[config.mk]
export PLATFORM = sky130hd
export DESIGN_NAME = srd_rst_seq_mc
export DESIGN_NICKNAME = d
export VERILOG_FILES = /design/src/rtl/srd_rst_pkg.sv /design/src/rtl/srd_rst_seq_ch.sv /design/src/rtl/srd_rst_seq_mc.sv
export SDC_FILE = /design/constraint.sdc
export NUM_CORES = 1
export LEC_CHECK = 0
export CAP_MARGIN = 20
export CORE_MARGIN = 3
export CORE_UTILIZATION = 34
export DETAILED_ROUTE_END_ITERATION = 7
export HOLD_SLACK_MARGIN = 0.12
export PLACE_DENSITY = 0.49
export SLEW_MARGIN = 0
export SYNTH_ARGS = -nofsm -noshare
export SYNTH_HDL_FRONTEND = slang
export SYNTH_SLANG_ARGS = --single-unit
export TNS_END_PERCENT = 30
[constraint.sdc]
create_clock -name i_clk -period 2.6 [get_ports i_clk]
set_clock_uncertainty 0.15 [all_clocks]
set_input_delay 0.39 -clock i_clk [delete_from_list [all_inputs] [get_ports i_clk]]
set_output_delay 0.39 -clock i_clk [all_outputs]
set_load 0.1 [all_outputs]
[src/rtl/srd_rst_pkg.sv]
// Shared types and counter-width helpers for the SerDes reset sequencer.
package srd_rst_pkg;

    typedef enum logic [2:0] {
        IDLE     = 3'd0,
        WAIT_ACK = 3'd1,
        WAIT_REL = 3'd2,
        SETTLE   = 3'd3,
        DONE     = 3'd4,
        RETRY    = 3'd5,
        ERR      = 3'd6
    } srd_rst_state_e;

    // Bits needed to hold 0..max_val, never less than one.
    function automatic int sat_cnt_w(input int max_val);
        return (max_val < 1) ? 1 : $clog2(max_val + 1);
    endfunction

    function automatic int tmo_cnt_w(input int timeout_cyc);
        return sat_cnt_w(timeout_cyc);
    endfunction

    function automatic int retry_cnt_w(input int max_retry);
        return sat_cnt_w(max_retry);
    endfunction

endpackage

[src/rtl/srd_rst_seq_ch.sv]
// One SerDes channel reset sequencer: FSM, timeout/retry counters and request edge detect.
module srd_rst_seq_ch
    import srd_rst_pkg::*;
#(
    parameter int TIMEOUT_CYC = 1024,
    parameter int MAX_RETRY   = 3
) (
    input  logic i_clk,
    input  logic i_rst,
    input  logic i_start,
    input  logic i_rst_req_n,
    input  logic i_rst_ack_n,
    output logic o_rst_n,
    output logic o_rst_done,
    output logic o_err
);

    localparam int TMO_W = tmo_cnt_w(TIMEOUT_CYC);
    localparam int RTY_W = retry_cnt_w(MAX_RETRY);
    localparam logic [TMO_W-1:0] TMO_LAST = TMO_W'(TIMEOUT_CYC - 1);
    localparam logic [TMO_W-1:0] TMO_SAT  = TMO_W'(TIMEOUT_CYC);
    localparam logic [RTY_W-1:0] RTY_MAX  = RTY_W'(MAX_RETRY);

    srd_rst_state_e   state_r, state_s;
    logic [TMO_W-1:0] tmo_cnt_r, tmo_cnt_s;
    logic [RTY_W-1:0] retry_cnt_r, retry_cnt_s;
    logic             req_dly_r;
    logic             req_edge_s;
    logic             tmo_hit_s;
    logic             rst_n_s, done_s, err_s;

    assign req_edge_s = ~i_rst_req_n & req_dly_r;
    assign tmo_hit_s  = (tmo_cnt_r >= TMO_LAST);

    // Next-state and retry bookkeeping; ack wins over a timeout landing on the same cycle.
    always_comb begin
        state_s     = state_r;
        retry_cnt_s = retry_cnt_r;
        case (state_r)
            IDLE: begin
                if (i_start) state_s = WAIT_ACK;
                else         state_s = IDLE;
            end
            WAIT_ACK: begin
                if (!i_rst_ack_n)   state_s = WAIT_REL;
                else if (tmo_hit_s) state_s = RETRY;
                else                state_s = WAIT_ACK;
            end
            WAIT_REL: begin
                if (i_rst_ack_n)    state_s = SETTLE;
                else if (tmo_hit_s) state_s = RETRY;
                else                state_s = WAIT_REL;
            end
            SETTLE: state_s = DONE;
            DONE, ERR: begin
                if (req_edge_s) begin
                    state_s     = WAIT_ACK;
                    retry_cnt_s = '0;
                end else begin
                    state_s     = state_r;
                end
            end
            RETRY: begin
                if (retry_cnt_r < RTY_MAX) begin
                    state_s     = WAIT_ACK;
                    retry_cnt_s = retry_cnt_r + RTY_W'(1);
                end else begin
                    state_s     = ERR;
                end
            end
            default: begin
                state_s     = IDLE;
                retry_cnt_s = '0;
            end
        endcase
    end

    // Attempt timer restarts on every state change and saturates so it cannot wrap.
    always_comb begin
        tmo_cnt_s = tmo_cnt_r;
        if (state_s != state_r)      tmo_cnt_s = '0;
        else if (tmo_cnt_r != TMO_SAT) tmo_cnt_s = tmo_cnt_r + TMO_W'(1);
        else                         tmo_cnt_s = tmo_cnt_r;
    end

    // Output decode from the next state so the registered outputs line up with the state.
    always_comb begin
        rst_n_s = 1'b1;
        done_s  = 1'b0;
        err_s   = 1'b0;
        case (state_s)
            WAIT_ACK: rst_n_s = 1'b0;
            DONE:     done_s  = 1'b1;
            ERR:      err_s   = 1'b1;
            default:  rst_n_s = 1'b1;
        endcase
    end

    // State, counters, request history and outputs.
    always_ff @(posedge i_clk) begin
        if (i_rst) begin
            state_r     <= IDLE;
            tmo_cnt_r   <= '0;
            retry_cnt_r <= '0;
            req_dly_r   <= 1'b1;
            o_rst_n     <= 1'b1;
            o_rst_done  <= 1'b0;
            o_err       <= 1'b0;
        end else begin
            state_r     <= state_s;
            tmo_cnt_r   <= tmo_cnt_s;
            retry_cnt_r <= retry_cnt_s;
            req_dly_r   <= i_rst_req_n;
            o_rst_n     <= rst_n_s;
            o_rst_done  <= done_s;
            o_err       <= err_s;
        end
    end

endmodule

[src/rtl/srd_rst_seq_mc.sv]
// Multi-channel SerDes reset sequencer with ack timeout and retry.
// Optional power-up start staggering is enabled by defining SRD_RST_SEQ_STAGGER_EN.
module srd_rst_seq_mc
    import srd_rst_pkg::*;
#(
    parameter int NUM_CH      = 4,
    parameter int TIMEOUT_CYC = 1024,
    parameter int MAX_RETRY   = 3,
    parameter int STAGGER_CYC = 64
) (
    input  logic              i_clk,
    input  logic              i_rst,
    input  logic [NUM_CH-1:0] i_rst_req_n,
    output logic [NUM_CH-1:0] o_rst_n,
    input  logic [NUM_CH-1:0] i_rst_ack_n,
    output logic [NUM_CH-1:0] o_rst_done,
    output logic [NUM_CH-1:0] o_err,
    output logic              o_all_done
);

    logic [NUM_CH-1:0] start_s;

    if (NUM_CH < 1 || NUM_CH > 32 || TIMEOUT_CYC < 1 || MAX_RETRY < 0 || STAGGER_CYC < 0)
    begin : g_bad_cfg
        $error("srd_rst_seq_mc: illegal parameter set");
    end

`ifdef SRD_RST_SEQ_STAGGER_EN
    localparam int STG_MAX = (NUM_CH - 1) * STAGGER_CYC;
    localparam int STG_W   = sat_cnt_w(STG_MAX);

    logic [STG_W-1:0] stg_cnt_r;

    // Shared power-up stagger counter, parked once the last channel has been released.
    always_ff @(posedge i_clk) begin
        if (i_rst)                           stg_cnt_r <= '0;
        else if (stg_cnt_r != STG_W'(STG_MAX)) stg_cnt_r <= stg_cnt_r + STG_W'(1);
        else                                 stg_cnt_r <= stg_cnt_r;
    end

    // Channel k first sees its start when the counter reaches k*STAGGER_CYC; the >= keeps
    // the grant asserted afterwards so a channel knocked back to IDLE can still recover.
    for (genvar k = 0; k < NUM_CH; k++) begin : g_start
        localparam logic [STG_W-1:0] START_AT = STG_W'(k * STAGGER_CYC);
        assign start_s[k] = (stg_cnt_r >= START_AT);
    end
`else
    assign start_s = {NUM_CH{1'b1}};
`endif

    for (genvar c = 0; c < NUM_CH; c++) begin : g_ch
        srd_rst_seq_ch #(
            .TIMEOUT_CYC (TIMEOUT_CYC),
            .MAX_RETRY   (MAX_RETRY)
        ) u_ch (
            .i_clk       (i_clk),
            .i_rst       (i_rst),
            .i_start     (start_s[c]),
            .i_rst_req_n (i_rst_req_n[c]),
            .i_rst_ack_n (i_rst_ack_n[c]),
            .o_rst_n     (o_rst_n[c]),
            .o_rst_done  (o_rst_done[c]),
            .o_err       (o_err[c])
        );
    end

    // Aggregate completion, one cycle behind the per-channel done flags.
    always_ff @(posedge i_clk) begin
        if (i_rst) o_all_done <= 1'b0;
        else       o_all_done <= &o_rst_done;
    end

endmodule

Yosys cells after proc, flatten, opt, wreduce, memory -nomap -nowiden
Index checks and enable logic that the tools add are counted.

Logic and storage cells: 182. Register bits after elaboration: 81. Input port bits: 10. RAM bits: 0. Bits in read-only memories: 0. Memories: 0. Latch bits: 0.

Bitwise logic cells: 12. Add/sub/neg operators: 8. Divide/modulo/power cells: 0. Multiplexer cells: 52. Equal/unequal tests: 52. Shift operators: 0. Reduce and logical (&&, ||, !) cells: 21. $mul: 0. Order comparisons: 8.

Operators with widths (number): $mux W3 (24); $pmux W3 S6 (4); $eq A3 B3 Y1 const B (20); $add A11 B1 Y11 const B (4); $ge A11 B10 Y1 const B (4); $ne A11 B11 Y1 const B (4); $eq A3 B1 Y1 const B (8); $eq A3 B2 Y1 const B (8); $pmux W2 S3 (4); $mux W2 (8); $ne A2 B1 Y1 const B (8); $reduce_or A2 Y1 (8); $reduce_or A4 Y1 (4); $logic_not A3 Y1 (4); $mux W1 (12); $ne A3 B3 Y1 (4); $reduce_and A3 Y1 (4); $add A2 B1 Y2 const B (4); $lt A2 B2 Y1 const B (4); $not A1 Y1 (8); $and A1 B1 Y1 (4); $reduce_and A4 Y1 (1).

Depth between registers and ports, before layout
Gate-level depths: netlist of run 1.

Word-level depth: 6. Gate-level depth with buffers: 7. Gate-level depth less buffers: 6.

Hierarchy
A second synthesis of run 1 with hierarchy kept.

Cells, all modules: 506. Area total of the unflattened synthesis: 4697.0 um^2.

Modules (own cells, without submodules): srd_rst_seq_ch (g_ch[0].u_ch ...) (times used 3, cells an instance 127, seq. area each 400.4 um^2, area each 1213.7 um^2); srd_rst_seq_ch (g_ch[3].u_ch) (times used 1, cells an instance 121, seq. area each 400.4 um^2, area each 1016.0 um^2); srd_rst_seq_mc (times used 1, cells an instance 4, seq. area each 20.0 um^2, area each 40.0 um^2).

Worst setup path before layout of run 1
OpenSTA, ideal clock, no wires.

Kind: register -> register. From: register g_ch[0].u_ch.tmo_cnt_r[0]. To: register g_ch[0].u_ch.tmo_cnt_r[10]. Library setup time: 118 ps. Data arrival time: 1730 ps. Stages on the path, launching flop included: 8. Slack: 602 ps. Buffers on the path: 1. Cell sequence: dfxtp_1 ha_1 a21o_1 a41oi_4 o2bb2ai_4 mux2i_1 buf_6 nor3_2.

Cells in the longest elaborated chain, start to end: 6. Elaborated cells on any way between the ends: 10.

RTL lines: start, declared (line srd_rst_seq_ch.sv:25) `logic [TMO_W-1:0] tmo_cnt_r, tmo_cnt_s;`; start signal, assigned (line srd_rst_seq_ch.sv:111) `tmo_cnt_r <= tmo_cnt_s;`; $ge A11 B10 Y1 (line srd_rst_seq_ch.sv:33) `assign tmo_hit_s = (tmo_cnt_r >= TMO_LAST);`; $mux W3, on equally long branches (line srd_rst_seq_ch.sv:51, srd_rst_seq_ch.sv:46); $mux W3, on equally long branches (line srd_rst_seq_ch.sv:50, srd_rst_seq_ch.sv:45); $pmux W3 S6 (line srd_rst_seq_ch.sv:39) `case (state_r)`; $ne A3 B3 Y1 (line srd_rst_seq_ch.sv:81) `if (state_s != state_r) tmo_cnt_s = '0;`; $reduce_or A2 Y1 (no line).

Several ways; a longest one is shown, not always the timed one. A chain may end at the register's enable or synchronous reset.

Final worst setup path of run 1
From: register g_ch[0].u_ch.tmo_cnt_r[0]. To: register g_ch[0].u_ch.tmo_cnt_r[0].

Same word-level chain as after synthesis.

==> impl_results.md, run 1 <==
- Status: finished, final reports clean
- Inserted Diodes: 0
- Slew @ Worst Pin: 502 ps
- Pleak: 0.00177 uW
- Post-cts sizing count: 0
- Final net count: 510
- Pwr Density: 643 nW/um^2
- Mapped cell area: 4280 um^2
- Cell row count: 40
- Largest net degree at the start of global routing: 35
- Bufs on Longest Clock Path: 2
- First-pass GRT wire length: 14300 um
- Crit Path Max Fanout: 11
- CTS tree: built
- Drt pass-1 iters: 4
- DP HPWL: 5700 um
- WP data required: 2670 ps
- Core ar.: 12200 um^2
- Hold Path Class: flop to flop
- IO buf count: 22
- Top cell type's share of synthesized area: 0.379
- R2r startpoint: g_ch[0].u_ch.tmo_cnt_r[0]$_SDFFE_PP0P_
- Max-cap violations: 0
- Asr flop ratio synth: 0
- Area growth, synth to finish: 13.1%
- Cell with the most instances after synthesis: dfxtp_1
- Synth Warn #: 0
- Most frequent cells after synthesis: dfxtp_1 (81), nor2_1 (70), a21oi_1 (26)
- Drt initial violations: 94
- Cts hold-fix bufs: 0
- Worst hold slack: 296 ps
- Antenna-violating nets left: 0
- CP Launch Type: flop
- Fin crit share: 0.845
- Post CTS Setup Buffer Count: 0
- GRT Residual Overflow: 0
- Unique masters post-synth: 73
- #FFs+latches synth: 81
- Cells after DPL: 645
- Maximum clock rate: 455 MHz
- H-tree depth: 3
- CTS Buf Count: 9
- Hold path startpoint: g_ch[1].u_ch.o_rst_done$_SDFF_PP0_
- Hold EP: o_all_done$_SDFF_PP0_
- Root Buffer: clkbuf_16
- Clock latency on the worst-skew pair: 330 ps
- Hold Fails Final Rpt: 0
- Register clock-pin slew on the reported worst setup and hold paths: 60 ps
- Hold depth: 2
- Routed wire length: 8210 um
- Total negative slack: 0 ps
- R2R depth: 7
- DIE AREA: 14000 um^2
- # setup viols final: 0
- Setup CP Type: flop to flop
- Sequential fraction of the synthesis area: 0.379
- Worst reg2reg path endpoint: g_ch[0].u_ch.tmo_cnt_r[0]$_SDFFE_PP0P_
- RSZ-0062 raised after global routing: false
- Reg2Reg Setup Slack: 400 ps
- Cell count after synthesis: 484
- Number of flops mapped to enable cells by yosys: 0
- Antenna violations before repair: 0
- Slew headroom: 0.664
- Share of layout cells above drive strength 1: 0.148
- Non-Filler Instances: 660
- Total GRT Usage: 0.122
- Top post-synthesis cells by area: dfxtp_1 (38%), nor2_1 (6.1%), xor2_1 (4.5%), ha_1 (3.5%), xnor2_1 (3.3%)
- Syn avg cell area: 8.85 um^2
- CP arrival: 2270 ps
- Syn Nets: 506
- Num Clock Sinks: 81
- Final RePlAce weighted congestion: 0.756
- Final routed DRC violation total: 0
- Dominant cell type by area after synthesis: dfxtp_1
- Via/cell ratio: 4.97
- Chip Height: 118 um
- Most common flop cell mapped by yosys: dfxtp_1
- Final Cell Area: 4840 um^2
- Fin crit period: 2200 ps
- Vias in the first global route: 3113
- Max-slew violation count: 0
- Initial Util: 0.352
- Die width: 118 um
- Post-Place Cell Area: 4530 um^2
- Routed len/inst: 12.4 um
- Total number of vias: 3282
- Maximum vdd ir drop: 285 uV
- Top Ports: 23
- Nature of the critical path endpoint: flop
==> per-layer routing <==
metal | track usage | part of all wire | vias up
li1 | - | - | 1711
met1 | 0.161 | 0.50 | 1513
met3 | 0.0278 | 0.032 | 15
met2 | 0.187 | 0.45 | 43
met4 | 0.0571 | 0.021 | 0
met5 | 0 | 0 | -
==> sequential cells by signal, summed over array words and instances (netlist names) <==
register	flops
g_ch.u_ch.o_err	4
g_ch.u_ch.o_rst_done	4
g_ch.u_ch.o_rst_n	4
g_ch.u_ch.req_dly_r	4
g_ch.u_ch.retry_cnt_r	8
g_ch.u_ch.state_r	12
g_ch.u_ch.tmo_cnt_r	44
o_all_done	1
==> critical path, cell delays in order (launching register included) <==
cell and delay, ps:
dfxtp_1 350, ha_1 260, a21o_1 200, a41oi_4 390, o2bb2ai_4 200, mux2i_1 200
buf_4 240, nor3_1 80
==> report_power, final <==
| group | total, uW | internal, uW | switching [uW] |
|---|---|---|---|
| Sequential | 1360 | 1290 | 70.3 |
| Combinational | 417 | 158 | 259 |
| Clock | 1340 | 861 | 478 |
==> logic make-up after synthesis <==
kind of cell | synth area share
simple gates | 0.291
flops | 0.379
compound gates | 0.143
buf+inv | 0.0619
xor+xnor | 0.0777
fa+ha+maj | 0.0351
mux | 0.0123
==> area by class of cell <==
| type | instances | area (um^2) |
|---|---|---|
| fill | 1239 | 7320 |
| inverter | 16 | 60.1 |
| multi-input combinational | 352 | 2400 |
| tap | 168 | 210 |
| sequential | 81 | 1620 |
| clock inverter | 3 | 65.1 |
| clock buffer | 12 | 246 |
| timing repair buffer | 28 | 245 |
==> worst max-delay path by stage <==
| stage | from | to | slack, ps | depth (start not counted) |
|---|---|---|---|---|
| 3_5_place_dp | i_rst_ack_n[2] | g_ch[2].u_ch.tmo_cnt_r[8]$_SDFFE_PP0P_ | 230 | 6 |
| 3_3_place_gp | i_rst_ack_n[3] | g_ch[3].u_ch.o_err$_SDFF_PP0_ | 290 | 5 |
| 6_report | g_ch[0].u_ch.tmo_cnt_r[0]$_SDFFE_PP0P_ | g_ch[0].u_ch.tmo_cnt_r[0]$_SDFFE_PP0P_ | 400 | 7 |
| 4_1_cts | g_ch[0].u_ch.tmo_cnt_r[0]$_SDFFE_PP0P_ | g_ch[0].u_ch.tmo_cnt_r[0]$_SDFFE_PP0P_ | 380 | 7 |
| 2_1_floorplan | g_ch[0].u_ch.tmo_cnt_r[0]$_SDFFE_PP0P_ | g_ch[0].u_ch.tmo_cnt_r[10]$_SDFFE_PP0P_ | 600 | 7 |
| 5_1_grt | g_ch[2].u_ch.state_r[0]$_SDFF_PP0_ | g_ch[2].u_ch.tmo_cnt_r[2]$_SDFFE_PP0P_ | 270 | 5 |
==> stage by stage <==
stage          worst slack (ps)  utilization  total power [uW]
5_1_grt                     267        0.398              3270
2_1_floorplan               602            -              1720
4_1_cts                     378        0.398              3160
3_5_place_dp                232        0.373              1800
3_3_place_gp                286        0.373              1800
6_report                    402        0.398              3110
==> placed cells by master (no fill, tap or decap), types with 3 or more instances in the layout <==
cell	Yosys	layout
inv_1	16	16
clkdlybuf4s50_1	0	9
nand3_1	18	18
nand2_1	21	21
a211oi_1	3	3
clkbuf_16	0	9
xnor2_1	16	16
nor2b_1	9	9
nor4_1	10	10
nor3b_1	5	5
nor3_1	8	8
and4_1	3	3
a21o_1	4	4
nand4_1	14	14
o21ai_0	7	7
mux2i_1	3	3
a221oi_1	3	3
nand2b_1	9	9
a21oi_1	26	26
nand3b_1	7	7
buf_4	14	18
xor2_1	22	22
nor3_2	10	10
ha_1	12	12
and3_1	8	8
dfxtp_1	81	81
or2_2	8	8
nor2_1	70	70
o211ai_1	3	3
No activity file was read; power rests on OpenSTA's default activity.
==> inputs of run 2 (changes only) <==
==> constraint.sdc (replaced) <==
create_clock -name i_clk -period 2.2 [get_ports i_clk]
set_clock_uncertainty 0.15 [all_clocks]
set_input_delay 0.33 -clock i_clk [delete_from_list [all_inputs] [get_ports i_clk]]
set_output_delay 0.33 -clock i_clk [all_outputs]
set_load 0.1 [all_outputs]
==> run 2 against run 1 <==
Critical path depth unchanged. Worst hold slack better by 2.6 ps. Register-to-register slack got worse by 230 ps. Combinational power rose by 34%. Die area unchanged. Power increased by 17%. Cell count is 3.3% higher. Via count up 2.6%. Non-clock buffer count increased by 22. Core utilization increased by 1.2 points. Sequential share of layout area decreased by 1.0 points. Critical path type unchanged. Critical endpoint is now g_ch[0].u_ch.o_rst_n$_SDFF_PP1_. Largest cell class unchanged. Largest power group unchanged.
==> impl_results.md, run 2 (same netlist as run 1, synthesis figures left out) <==
- Vias in the first global route: 3143 (+0.96%)
- Fin crit period: 2030 ps (-168 ps)
- Total GRT Usage: 0.126 (+0.00430)
- First-pass GRT wire length: 14600 um (+2.6%)
- Pleak: 0.00188 uW (+6.1%)
- Largest register FFs: 44 (unchanged)
- Max-cap violations: 0 (unchanged)
- Routed len/inst: 12.2 um (-1.8%)
- Bufs on Longest Clock Path: 2 (unchanged)
- Top Ports: 23 (unchanged)
- Nature of the critical path endpoint: flop
- CP Launch Type: flop
- Final Cell Area: 4990 um^2 (+3.1%)
- Final core occ: 0.411 (+0.0123)
- CP arrival: 2100 ps (-170 ps)
- Post CTS Setup Buffer Count: 0 (unchanged)
- Core ar.: 12200 um^2 (unchanged)
- Antenna violations before repair: 0 (unchanged)
- Num Clock Sinks: 81 (unchanged)
- CTS Buf Count: 9 (unchanged)
- # setup viols final: 0 (unchanged)
- Commonest non-fill, non-tap cell in the layout: dfxtp_1
- Antenna-violating nets left: 0 (unchanged)
- Comb power frac: 0.154 (+0.020)
- Cells along the critical path: ha_1, a21o_1, a41oi_4, buf_4, o21ai_0, nand2_1, a2111o_1
- Drt initial violations: 118 (+26%)
- Final RePlAce weighted congestion: 0.815 (+7.8%)
- Largest net degree at the start of global routing: 30 (-14%)
- Max-slew violation count: 0 (unchanged)
- Via/cell ratio: 4.94 (-0.75%)
- CTS tree: built
- Routed wire length: 8330 um (+1.4%)
- Pwr Density: 727 nW/um^2 (+13%)
- Register clock-pin slew on the reported worst setup and hold paths: 60 ps (about the same)
- H-tree depth: 3 (unchanged)
- Area growth, synth to finish: 16.6%
- Initial Util: 0.352 (unchanged)
- IO buf count: 22 (unchanged)
- Root Buffer: clkbuf_16
- Hold Path Class: flop to flop
- Psw: 958 uW (+19%)
- Sequential share of power: 0.436 (about the same)
- Inserted Diodes: 0 (unchanged)
- Maximum vdd ir drop: 416 uV (+46%)
- Clock latency on the worst-skew pair: 340 ps (about the same)
- Slew @ Worst Pin: 497 ps (-5.43 ps)
- Fin crit share: 0.923 (+0.0773)
- Sw frac: 0.264 (+0.00452)
- RSZ-0062 raised after global routing: false
- GRT Residual Overflow: 0 (unchanged)
- Clock share of power: 0.410 (-0.020)
- Total number of vias: 3366 (+2.6%)
- Total negative slack: 0 ps (unchanged)
- Post-Place Cell Area: 4700 um^2 (+3.6%)
- Hold depth: 2 (unchanged)
- DIE AREA: 14000 um^2 (unchanged)
- Hold Fails Final Rpt: 0 (unchanged)
- Cts hold-fix bufs: 0 (unchanged)
- Largest Register: g_ch.u_ch.tmo_cnt_r
- Maximum clock rate: 493 MHz (+8.3%)
- Crit Path Max Fanout: 5 (-6)
- Largest regs: g_ch.u_ch.tmo_cnt_r x44, g_ch.u_ch.state_r x12, g_ch.u_ch.retry_cnt_r x8
- Cell row count: 40 (unchanged)
- R2R depth: 7 (unchanged)
- Die width: 118 um (unchanged)
- WP data required: 2270 ps (-400 ps)
- Final net count: 532 (+4.3%)
- Pint: 2670 uW (+16%)
- Setup CP Type: flop to flop
- Share of layout cells above drive strength 1: 0.187 (+0.0384)
- DP HPWL: 6000 um (+5.1%)
- Most frequent cells in the layout: dfxtp_1 (81), nor2_1 (70), buf_4 (40)
- Crit-path slowest cell: a2111o_1
- Slew headroom: 0.667 (+0.00363)
- Slowest stage delay, CP: 390 ps (about the same)
- Status: finished, final reports clean
- Chip Height: 118 um (unchanged)
- Drt pass-1 iters: 4 (unchanged)
- Pwr Total: 3630 uW (+17%)
- Post-cts sizing count: 0 (unchanged)
- Final routed DRC violation total: 0 (unchanged)
==> run 2: cell types whose count changed in the layout (fill, tap and decap cells not counted) <==
cell | before | now
clkbuf_8 | 1 | 2
clkinv_2 | 1 | 2
bufinv_16 | 2 | 1
clkbuf_1 | 2 | 1
buf_4 | 18 | 40
==> run 2: final timing paths <==
check                           slack (ps)                              end                                    from
worst max-delay path                   170  g_ch[0].u_ch.o_rst_n$_SDFF_PP1_  g_ch[0].u_ch.tmo_cnt_r[1]$_SDFFE_PP0P_
worst min-delay path                   300            o_all_done$_SDFF_PP0_      g_ch[1].u_ch.o_rst_done$_SDFF_PP0_
worst max register to register         170  g_ch[0].u_ch.o_rst_n$_SDFF_PP1_  g_ch[0].u_ch.tmo_cnt_r[1]$_SDFFE_PP0P_
worst min register to register         300            o_all_done$_SDFF_PP0_      g_ch[1].u_ch.o_rst_done$_SDFF_PP0_
==> run 2: power groups by stage <==
stage / sequential [uW] / clock (uW) / combinational, uW
floorplan: 1580 / 0 / 457
global placement: 1620 / 0 / 555
detailed placement: 1620 / 0 / 558
CTS: 1580 / 1550 / 561
global route: 1590 / 1600 / 608
finish: 1580 / 1490 / 558
==> run 2: per-layer routing <==
| metal | vias up | track usage | part of all wire |
|---|---|---|---|
| met1 | 1568 | 0.165 | 0.51 |
| met4 | 0 | 0.0374 | 0.013 |
| li1 | 1748 | - | - |
| met3 | 10 | 0.0469 | 0.037 |
| met5 | - | 0 | 0 |
| met2 | 40 | 0.193 | 0.44 |
==> run 2: metrics by stage <==
stage	setup WS (ps)	hold WS (ps)	instances
2_1_floorplan	202	250	484
3_3_place_gp	51.5	284	667
3_5_place_dp	6.65	291	667
4_1_cts	136	299	682
5_1_grt	38.6	339	682
6_report	170	298	682
==> run 2: area by class of cell <==
| class | count | area [um^2] |
|---|---|---|
| well taps | 168 | 210 |
| clock buffers | 12 | 256 |
| multi-input cells | 352 | 2400 |
| inverters | 16 | 60.1 |
| clock inverters | 3 | 40.0 |
| fillers | 1219 | 7170 |
| flip-flops and latches | 81 | 1620 |
| repair buffers | 50 | 410 |
==> run 2: worst max-delay path: cells and delay by family (launching register included) <==
family                   cells  cell delay, ps
flip-flops                   1             380
buffers and inverters        1             190
adder cells (fa/ha/maj)      1             250
AO/OA/AOI/OAI                4             840
AND/OR/NAND/NOR              1             100
==> inputs of run 3 (changes only) <==
--- a/config.mk
+++ b/config.mk
@@ -5,6 +5,7 @@
 export SDC_FILE = /design/constraint.sdc
 export NUM_CORES = 1
 export LEC_CHECK = 0
+export ABC_CLOCK_PERIOD_IN_PS = 2200
 export CAP_MARGIN = 20
 export CORE_MARGIN = 3
 export CORE_UTILIZATION = 34
==> results of run 3 <==
No change in the layout: final DEF, timing and power equal those of run 2.
